===== src/rtl/udma_l2_wr_arbiter.sv =====
// Shares the uDMA L2 write port between N_CH RX channels: class priority, round-robin within
// a class, lane/byte-enable formatting and a one-entry output register held until grant.
module udma_l2_wr_arbiter #(
   parameter int unsigned N_CH   = 4,
   parameter int unsigned ADDR_W = 32,
   parameter int unsigned DATA_W = 32,
   localparam int unsigned ID_W  = $clog2(N_CH)
) (
   input  logic                     clk_i,
   input  logic                     rst_i,
   input  logic [N_CH-1:0]          cfg_hi_prio_i,
   input  logic [N_CH-1:0]          ch_valid_i,
   output logic [N_CH-1:0]          ch_ready_o,
   input  logic [N_CH*ADDR_W-1:0]   ch_addr_i,
   input  logic [N_CH*DATA_W-1:0]   ch_data_i,
   input  logic [N_CH*2-1:0]        ch_size_i,
   output logic                     l2_req_o,
   input  logic                     l2_gnt_i,
   output logic [ADDR_W-1:0]        l2_addr_o,
   output logic [DATA_W-1:0]        l2_wdata_o,
   output logic [3:0]               l2_be_o,
   output logic [ID_W-1:0]          l2_ch_id_o,
   output logic                     err_o,
   output logic [ID_W-1:0]          err_ch_o
);

   typedef enum logic {StEmpty, StFull} state_e;

   state_e            state_q, state_d;
   logic [ID_W-1:0]   hi_ptr_q, hi_ptr_d, lo_ptr_q, lo_ptr_d;
   logic [ADDR_W-1:0] addr_q, addr_d;
   logic [DATA_W-1:0] wdata_q, wdata_d;
   logic [3:0]        be_q, be_d;
   logic [ID_W-1:0]   id_q, id_d;
   logic              err_q, err_d;
   logic [ID_W-1:0]   err_ch_q, err_ch_d;

   logic [N_CH-1:0]   hi_valid, lo_valid, cand;
   logic [ID_W-1:0]   ptr, idx, win, win_next;
   logic              use_hi, any_valid, found;
   logic              gnt_fire, slot_free, accept, legal;
   logic [ADDR_W-1:0] sel_addr;
   logic [DATA_W-1:0] sel_data, fmt_wdata;
   logic [1:0]        sel_size;
   logic [3:0]        fmt_be;

   assign l2_req_o  = (state_q == StFull);
   assign gnt_fire  = l2_req_o & l2_gnt_i;
   assign slot_free = (state_q == StEmpty) | gnt_fire;

   // High class pre-empts the low class; scan starts at the active class's pointer.
   always_comb begin
      hi_valid  = ch_valid_i & cfg_hi_prio_i;
      lo_valid  = ch_valid_i & ~cfg_hi_prio_i;
      use_hi    = |hi_valid;
      any_valid = |ch_valid_i;
      cand      = use_hi ? hi_valid : lo_valid;
      ptr       = use_hi ? hi_ptr_q : lo_ptr_q;
      win       = '0;
      found     = 1'b0;
      idx       = '0;
      for (int unsigned i = 0; i < N_CH; i++) begin
         idx = ID_W'((32'(ptr) + i) % N_CH);
         if (!found && cand[idx]) begin
            found = 1'b1;
            win   = idx;
         end
      end
   end

   assign win_next   = ID_W'((32'(win) + 1) % N_CH);
   assign accept     = any_valid & slot_free & ~rst_i;
   assign ch_ready_o = accept ? ({{(N_CH-1){1'b0}}, 1'b1} << win) : '0;

   assign sel_addr = ch_addr_i[win*ADDR_W +: ADDR_W];
   assign sel_data = ch_data_i[win*DATA_W +: DATA_W];
   assign sel_size = ch_size_i[win*2 +: 2];

   always_comb begin
      legal     = 1'b0;
      fmt_be    = 4'h0;
      fmt_wdata = sel_data;
      case (sel_size)
         2'd0: begin
            legal     = 1'b1;
            fmt_be    = 4'b0001 << sel_addr[1:0];
            fmt_wdata = {4{sel_data[7:0]}};
         end
         2'd1: begin
            legal     = ~sel_addr[0];
            fmt_be    = 4'b0011 << sel_addr[1:0];
            fmt_wdata = {2{sel_data[15:0]}};
         end
         2'd2: begin
            legal     = (sel_addr[1:0] == 2'b00);
            fmt_be    = 4'hF;
            fmt_wdata = sel_data;
         end
         default: legal = 1'b0;
      endcase
   end

   always_comb begin
      state_d  = state_q;
      hi_ptr_d = hi_ptr_q;
      lo_ptr_d = lo_ptr_q;
      addr_d   = addr_q;
      wdata_d  = wdata_q;
      be_d     = be_q;
      id_d     = id_q;
      err_d    = 1'b0;
      err_ch_d = err_ch_q;
      if (accept) begin
         if (use_hi) hi_ptr_d = win_next;
         else        lo_ptr_d = win_next;
         if (legal) begin
            state_d = StFull;
            addr_d  = {sel_addr[ADDR_W-1:2], 2'b00};
            wdata_d = fmt_wdata;
            be_d    = fmt_be;
            id_d    = win;
         end else begin
            // Error transfers are consumed but never written; the slot is free by construction.
            state_d  = StEmpty;
            err_d    = 1'b1;
            err_ch_d = win;
         end
      end else if (gnt_fire) begin
         state_d = StEmpty;
      end
   end

   always_ff @(posedge clk_i) begin
      if (rst_i) begin
         state_q  <= StEmpty;
         hi_ptr_q <= '0;
         lo_ptr_q <= '0;
         addr_q   <= '0;
         wdata_q  <= '0;
         be_q     <= '0;
         id_q     <= '0;
         err_q    <= 1'b0;
         err_ch_q <= '0;
      end else begin
         state_q  <= state_d;
         hi_ptr_q <= hi_ptr_d;
         lo_ptr_q <= lo_ptr_d;
         addr_q   <= addr_d;
         wdata_q  <= wdata_d;
         be_q     <= be_d;
         id_q     <= id_d;
         err_q    <= err_d;
         err_ch_q <= err_ch_d;
      end
   end

   assign l2_addr_o  = addr_q;
   assign l2_wdata_o = wdata_q;
   assign l2_be_o    = be_q;
   assign l2_ch_id_o = id_q;
   assign err_o      = err_q;
   assign err_ch_o   = err_ch_q;

endmodule


===== config.mk =====
export PLATFORM = sky130hd
export DESIGN_NAME = udma_l2_wr_arbiter
export DESIGN_NICKNAME = d
export VERILOG_FILES = /design/src/rtl/udma_l2_wr_arbiter.sv
export SDC_FILE = /design/constraint.sdc
export NUM_CORES = 1
export LEC_CHECK = 0
export ABC_CLOCK_PERIOD_IN_PS = 12600
export CORE_AREA = 2 2 135 137
export CTS_CLUSTER_DIAMETER = 100
export DETAILED_ROUTE_END_ITERATION = 8
export DIE_AREA = 0 0 137 139
export PLACE_DENSITY = 0.76
export SLEW_MARGIN = 0
export SYNTH_ARGS = -nofsm -noshare
export SYNTH_HDL_FRONTEND = slang
export SYNTH_SLANG_ARGS = --single-unit

===== constraint.sdc =====
create_clock -name clk_i -period 12.6 [get_ports clk_i]
set_clock_uncertainty 0.2 [all_clocks]
set_input_delay 3.78 -clock clk_i [delete_from_list [all_inputs] [get_ports clk_i]]
set_output_delay 3.78 -clock clk_i [all_outputs]
set_load 0.02 [all_outputs]

# ---- After elaboration in Yosys (flattened, before gate mapping)
# Cells that the tools add are included.
dict set report totals {
  out_inout_bits 78
  regBits 76
  elab_cells 79
}
dict set report classes {
  addsub 4
  order_cmp 4
  muxes 25
  eq_ne 2
  reduce_logical 16
  shift 6
  bitwise_logic 13
}
# op count
set op_table {}
lappend op_table {{$shiftx 128x8->32} 2}
lappend op_table {{$pmux 32 s2} 1}
lappend op_table {{$lt 2x3->1 const B} 4}
lappend op_table {{$pmux 4 s3} 1}
lappend op_table {{$mux 1} 11}
lappend op_table {{$mux 2} 5}
lappend op_table {{$and 4x4->4} 2}
lappend op_table {{$bmux 1 s2} 4}
lappend op_table {{$mux 4} 2}
lappend op_table {{$reduce_and 2->1} 4}
lappend op_table {{$reduce_or 4->1} 2}
lappend op_table {{$shiftx 8x4->2} 1}
lappend op_table {{$shl 1x2->4 const A} 2}
lappend op_table {{$not 1->1} 6}
lappend op_table {{$add 2x1->2 const B} 2}
lappend op_table {{$add 2x2->2 const B} 2}
lappend op_table {{$logic_not 2->1} 2}
lappend op_table {{$not 4->4} 1}
lappend op_table {{$shl 2x2->4 const A} 1}
lappend op_table {{$and 1x1->1} 3}
lappend op_table {{$logic_and 1x1->1} 3}
lappend op_table {{$logic_not 1->1} 3}
lappend op_table {{$pmux 1 s3} 1}
lappend op_table {{$eq 2x1->1 const B} 1}
lappend op_table {{4 further kinds} 4}

# ---- Longest topological paths before layout
dict set report depth {
  depth_word 20
  ltp_mapped 15
  depth_no_buf 10
}

# ---- Worst setup path after synthesis
# No wires, ideal clock.
dict set report synth_timing {
  path_type {input -> output}
  start {input ch_valid_i[2]}
  end {output ch_ready_o[1]}
  path_stages 10
  arrival_time_ps 6674
  t_required_ps 8620
  slack_ps 1946
  path_cell_list {clkbuf_1 -> a222oi_1 -> a21boi_1 -> nand4bb_1 -> a22oi_4 -> clkbuf_1 -> clkbuf_1 -> buf_1 -> ha_1 -> and2_1}
}
dict set report synth_between {
  elab_chain_len 17
}
# item line_no
set synth_lines {}
lappend synth_lines {{start, declared} 12} ;# input logic [N_CH-1:0] ch_valid_i,
lappend synth_lines {{branches (longest 14 deep; another with $add 2x1->2)} -}
lappend synth_lines {{$mux 2 (*)} 64} ;# if (!found && cand[idx]) begin
lappend synth_lines {{net win[0]} 39} ;# logic [ID_W-1:0] ptr, idx, win, win_next;
lappend synth_lines {{$shl 1x2->4 (*)} 73} ;# assign ch_ready_o = accept ? ({{(N_CH-1){1'b0}}, 1'b1} << win) : '0;
lappend synth_lines {{$mux 4 (*)} 73}
lappend synth_lines {{end, declared} 13} ;# output logic [N_CH-1:0] ch_ready_o,
# Mark *: on every way through the listed nets, which the timed path passes. The select of a mux whose other input is x is not followed.

# ---- Final worst setup path
dict set report layout_timing {
  start {input ch_valid_i[0]}
  end {output ch_ready_o[1]}
}
dict set report layout_between {
  elab_chain_len 17
}
# item line_no
set layout_lines {}
lappend layout_lines {{branches (longest 16 deep; another with $add 2x1->2)} -}
lappend layout_lines {{$mux 4 (*)} 73}
# Mark *: on every way between the ends. The select of a mux whose other input is x is not followed.

==> results.yml <==
timing:
  fin_crit_sh_pct: 93.1
  rsz0062_at_grt: "no"
  worst_slew_pin_slew_ns: 1.07
  fmax_mhz: 85.3
  hold_violations: 0
  fin_ws_ns: 0.872
  finalSetupViolCount: 0
  period_needed_ns: 11.73
  hold_slack_ns: 0.252
  max_slew_margin_pct: 28.8
  slew_violations: 0
  fin_setup_tns_ns: 0
cells_and_area:
  diodes: 0
  nFillCells: 1722
  fin_nets: 1397
  drive_gt1_share_pct: 4.54
  fin_util_pct: 53.8
  ff_latch_area_mm2: 0.00152
  multi_input_area_mm2: 0.00373
  syn2layout_area_growth_pct: 68.8
  stdcell_count: 1352
  fin_area_mm2: 0.00950
  final_cell_mix: "clkdlybuf4s50_1, nand2_1, a21oi_1"
  final_common_cell: "clkdlybuf4s50_1"
synthesis:
  syn_inst: 829
  netlist_area_mm2: 0.00562
  ys_async_sr_fraction_pct: 0
  ys.warnings.count: 0
  avgSynthCellArea_um2: 6.78
  synth_edf_count: 0
  ys_types: 50
  synth_seq_cells: 76
  ys_seq_area_share_pct: 27.1
  dominantRegCellSynth: "dfxtp_1"
global_routing:
  grt_first_pass_wirelength_mm: 35.3
  antenna_found_initial: 0
  track_usage_pct: 23.4
  overflow: 0
  grt_max_degree: 81
  grt_pass1_vias: 6679
floorplan:
  num_rows: 49
  core-area_mm2: 0.0177
  dieArea_mm2: 0.0190
  pin_count: 353
  die_w_um: 137
  start_util_pct: 31.9
  fp.dieH_um: 139
clocking:
  cts_tree: "built"
  cts_setup_buffers: 0
  ctsHoldBuffers: 0
  cts_sinks: 76
  clock_latency_ns: 0.33
  ctsHtreeMaxLevel: 3
  cts_resized: 0
  clockBufferDepth: 2
  root_buffer: "clkbuf_16"
  cts.clk_slew.worst_paths_ns: 0.06
  cts_buffers: 9
setup_path:
  cp_num_buf_inv: 3
  r2r_start: "hi_ptr_q[0]"
  r2r_setup_slack_ns: 7.49
  worstPathRequired_ns: 8.62
  worst_r2r_path_depth: 11
  critPathLaunch: "ch_valid_i[0]"
  crit_chain: "clkdlybuf4s50_1, a222oi_1, a21boi_1, nand4bb_1, a22oi_4, buf_4, ha_1, and2_1, clkdlybuf4s50_1"
  end_kind: "output port"
  startpoint_type: "input port"
  arrival_ns: 7.75
  crit_end: "ch_ready_o[1]"
  cp.depth: 9
  crit_path_frequent_cell: "clkdlybuf4s50_1"
  critPathTopFamily: "buffers and inverters"
  crit_fanout: 80
  worstSetupPathType: "in -> out"
  timing.rr.end: "l2_be_o[2]"
  cpMaxStageDelayCell: "a222oi_1"
  crit_path_max_incr_delay_ns: 0.91
routing:
  wl_per_cell_um: 17.4
  drt-initial-drc-count: 455
  drc: 0
  via_per_inst: 5.34
  antenna_left: 0
  drt-pass1-iter-count: 5
  detail_route.wirelength_mm: 23.6
  vias: 7218
power_and_ir_drop:
  irDropWorstVdd_mv: 0.0954
  leakagePower_nw: 3.62
  p_per_area_mw_per_mm2: 136
  power.total_mw: 1.29
place:
  numPortBuffers: 350
  gp_congestion: 0.937
  place_ws_ns: 0.976
  place_area_mm2: 0.00914
  dp_hpwl_mm: 16.9
  placed_cells: 1336
flow_run:
  maxCapViolCount: 0
hold_path:
  hold_path.class: "reg -> reg"
  holdPathStages: 2
outcome:
  run_status: "completed"
==> worst min path at each step <==
stage | start | to | slack (ns)
6_report | err_ch_o[0] | err_ch_o[0] | 0.25
3_3_place_gp | err_ch_o[0] | err_ch_o[0] | 0.24
3_5_place_dp | err_ch_o[0] | err_ch_o[0] | 0.24
2_1_floorplan | hi_ptr_q[1] | hi_ptr_q[1] | 0.25
5_1_grt | err_ch_o[1] | err_ch_o[1] | 0.28
4_1_cts | err_ch_o[0] | err_ch_o[0] | 0.25
==> registers in the layout, indices dropped and copies added (netlist names) <==
register,cells
err_ch_o,2
err_o,1
l2_wdata_o,32
l2_req_o,1
lo_ptr_q,2
l2_be_o,4
l2_ch_id_o,2
l2_addr_o,30
hi_ptr_q,2
==> cells by family after synthesis <==
logic type               Yosys count  share of synthesized area [%]
AND/OR/NAND/NOR                  373                           29.2
AO/OA/AOI/OAI                    258                           30.7
buffers and inverters             90                           7.27
flip-flops                        76                           27.1
multiplexers                      27                           4.81
adder cells (fa/ha/maj)            4                          0.890
other                              1                         0.0667
==> final cells by class <==
| type | instances | area share [%] |
|---|---|---|
| clock buffers | 12 | 2.70 |
| clock inverters | 4 | 1.00 |
| inverters | 5 | 0.224 |
| multi-input cells | 664 | 39.2 |
| flip-flops and latches | 76 | 16.0 |
| well taps | 229 | 3.02 |
| repair buffers | 362 | 37.8 |
==> worst register-to-register path, cell delays in order, from the launching register on <==
cell	delay, ns
dfxtp_1	0.38
and3b_1	0.19
a41oi_1	0.25
nand4bb_1	0.19
a22oi_4	0.17
buf_4	0.76
a221oi_2	0.13
o22ai_1	0.85
o211a_2	0.74
buf_4	0.49
nor2_2	0.33
o221a_1	0.33
==> metal layers <==
metal  vias to the layer above  wire [um]  global-route usage, %
li1                       3558          -                      -
met4                         0        580                   8.63
met3                        47       2140                   4.57
met2                       320      11300                   39.6
met1                      3293       9560                   29.3
met5                         -          0                      0
==> Yosys cell counts, drive strengths merged (2+ instances only) <==
cell type,instances,area [um^2]
a2111oi,8,120
a211oi,12,90.1
a21boi,4,30.0
a21oi,94,470
a221oi,8,108
a22oi,3,36.3
a311oi,14,123
a31o,8,70.1
a31oi,30,188
a32oi,10,87.6
a41oi,2,17.5
and2,4,25.0
and3,45,282
and3b,2,17.5
buf,42,229
clkbuf,43,161
dfxtp,76,1520
ha,4,50.1
inv,5,18.8
mux2i,27,270
nand2,236,886
nand3,66,330
nor2,10,37.5
nor2b,3,18.8
nor3,2,10.0
o211ai,2,20.0
o21ai,50,250
o221a,3,33.8
o22ai,3,18.8
or2,2,12.5
==> report_power, final <==
| group | switching (mW) | internal, mW |
|---|---|---|
| registers | 0.0237 | 0.288 |
| clock network | 0.0996 | 0.204 |
| logic | 0.388 | 0.286 |
No activity file was read; power rests on OpenSTA's default activity.
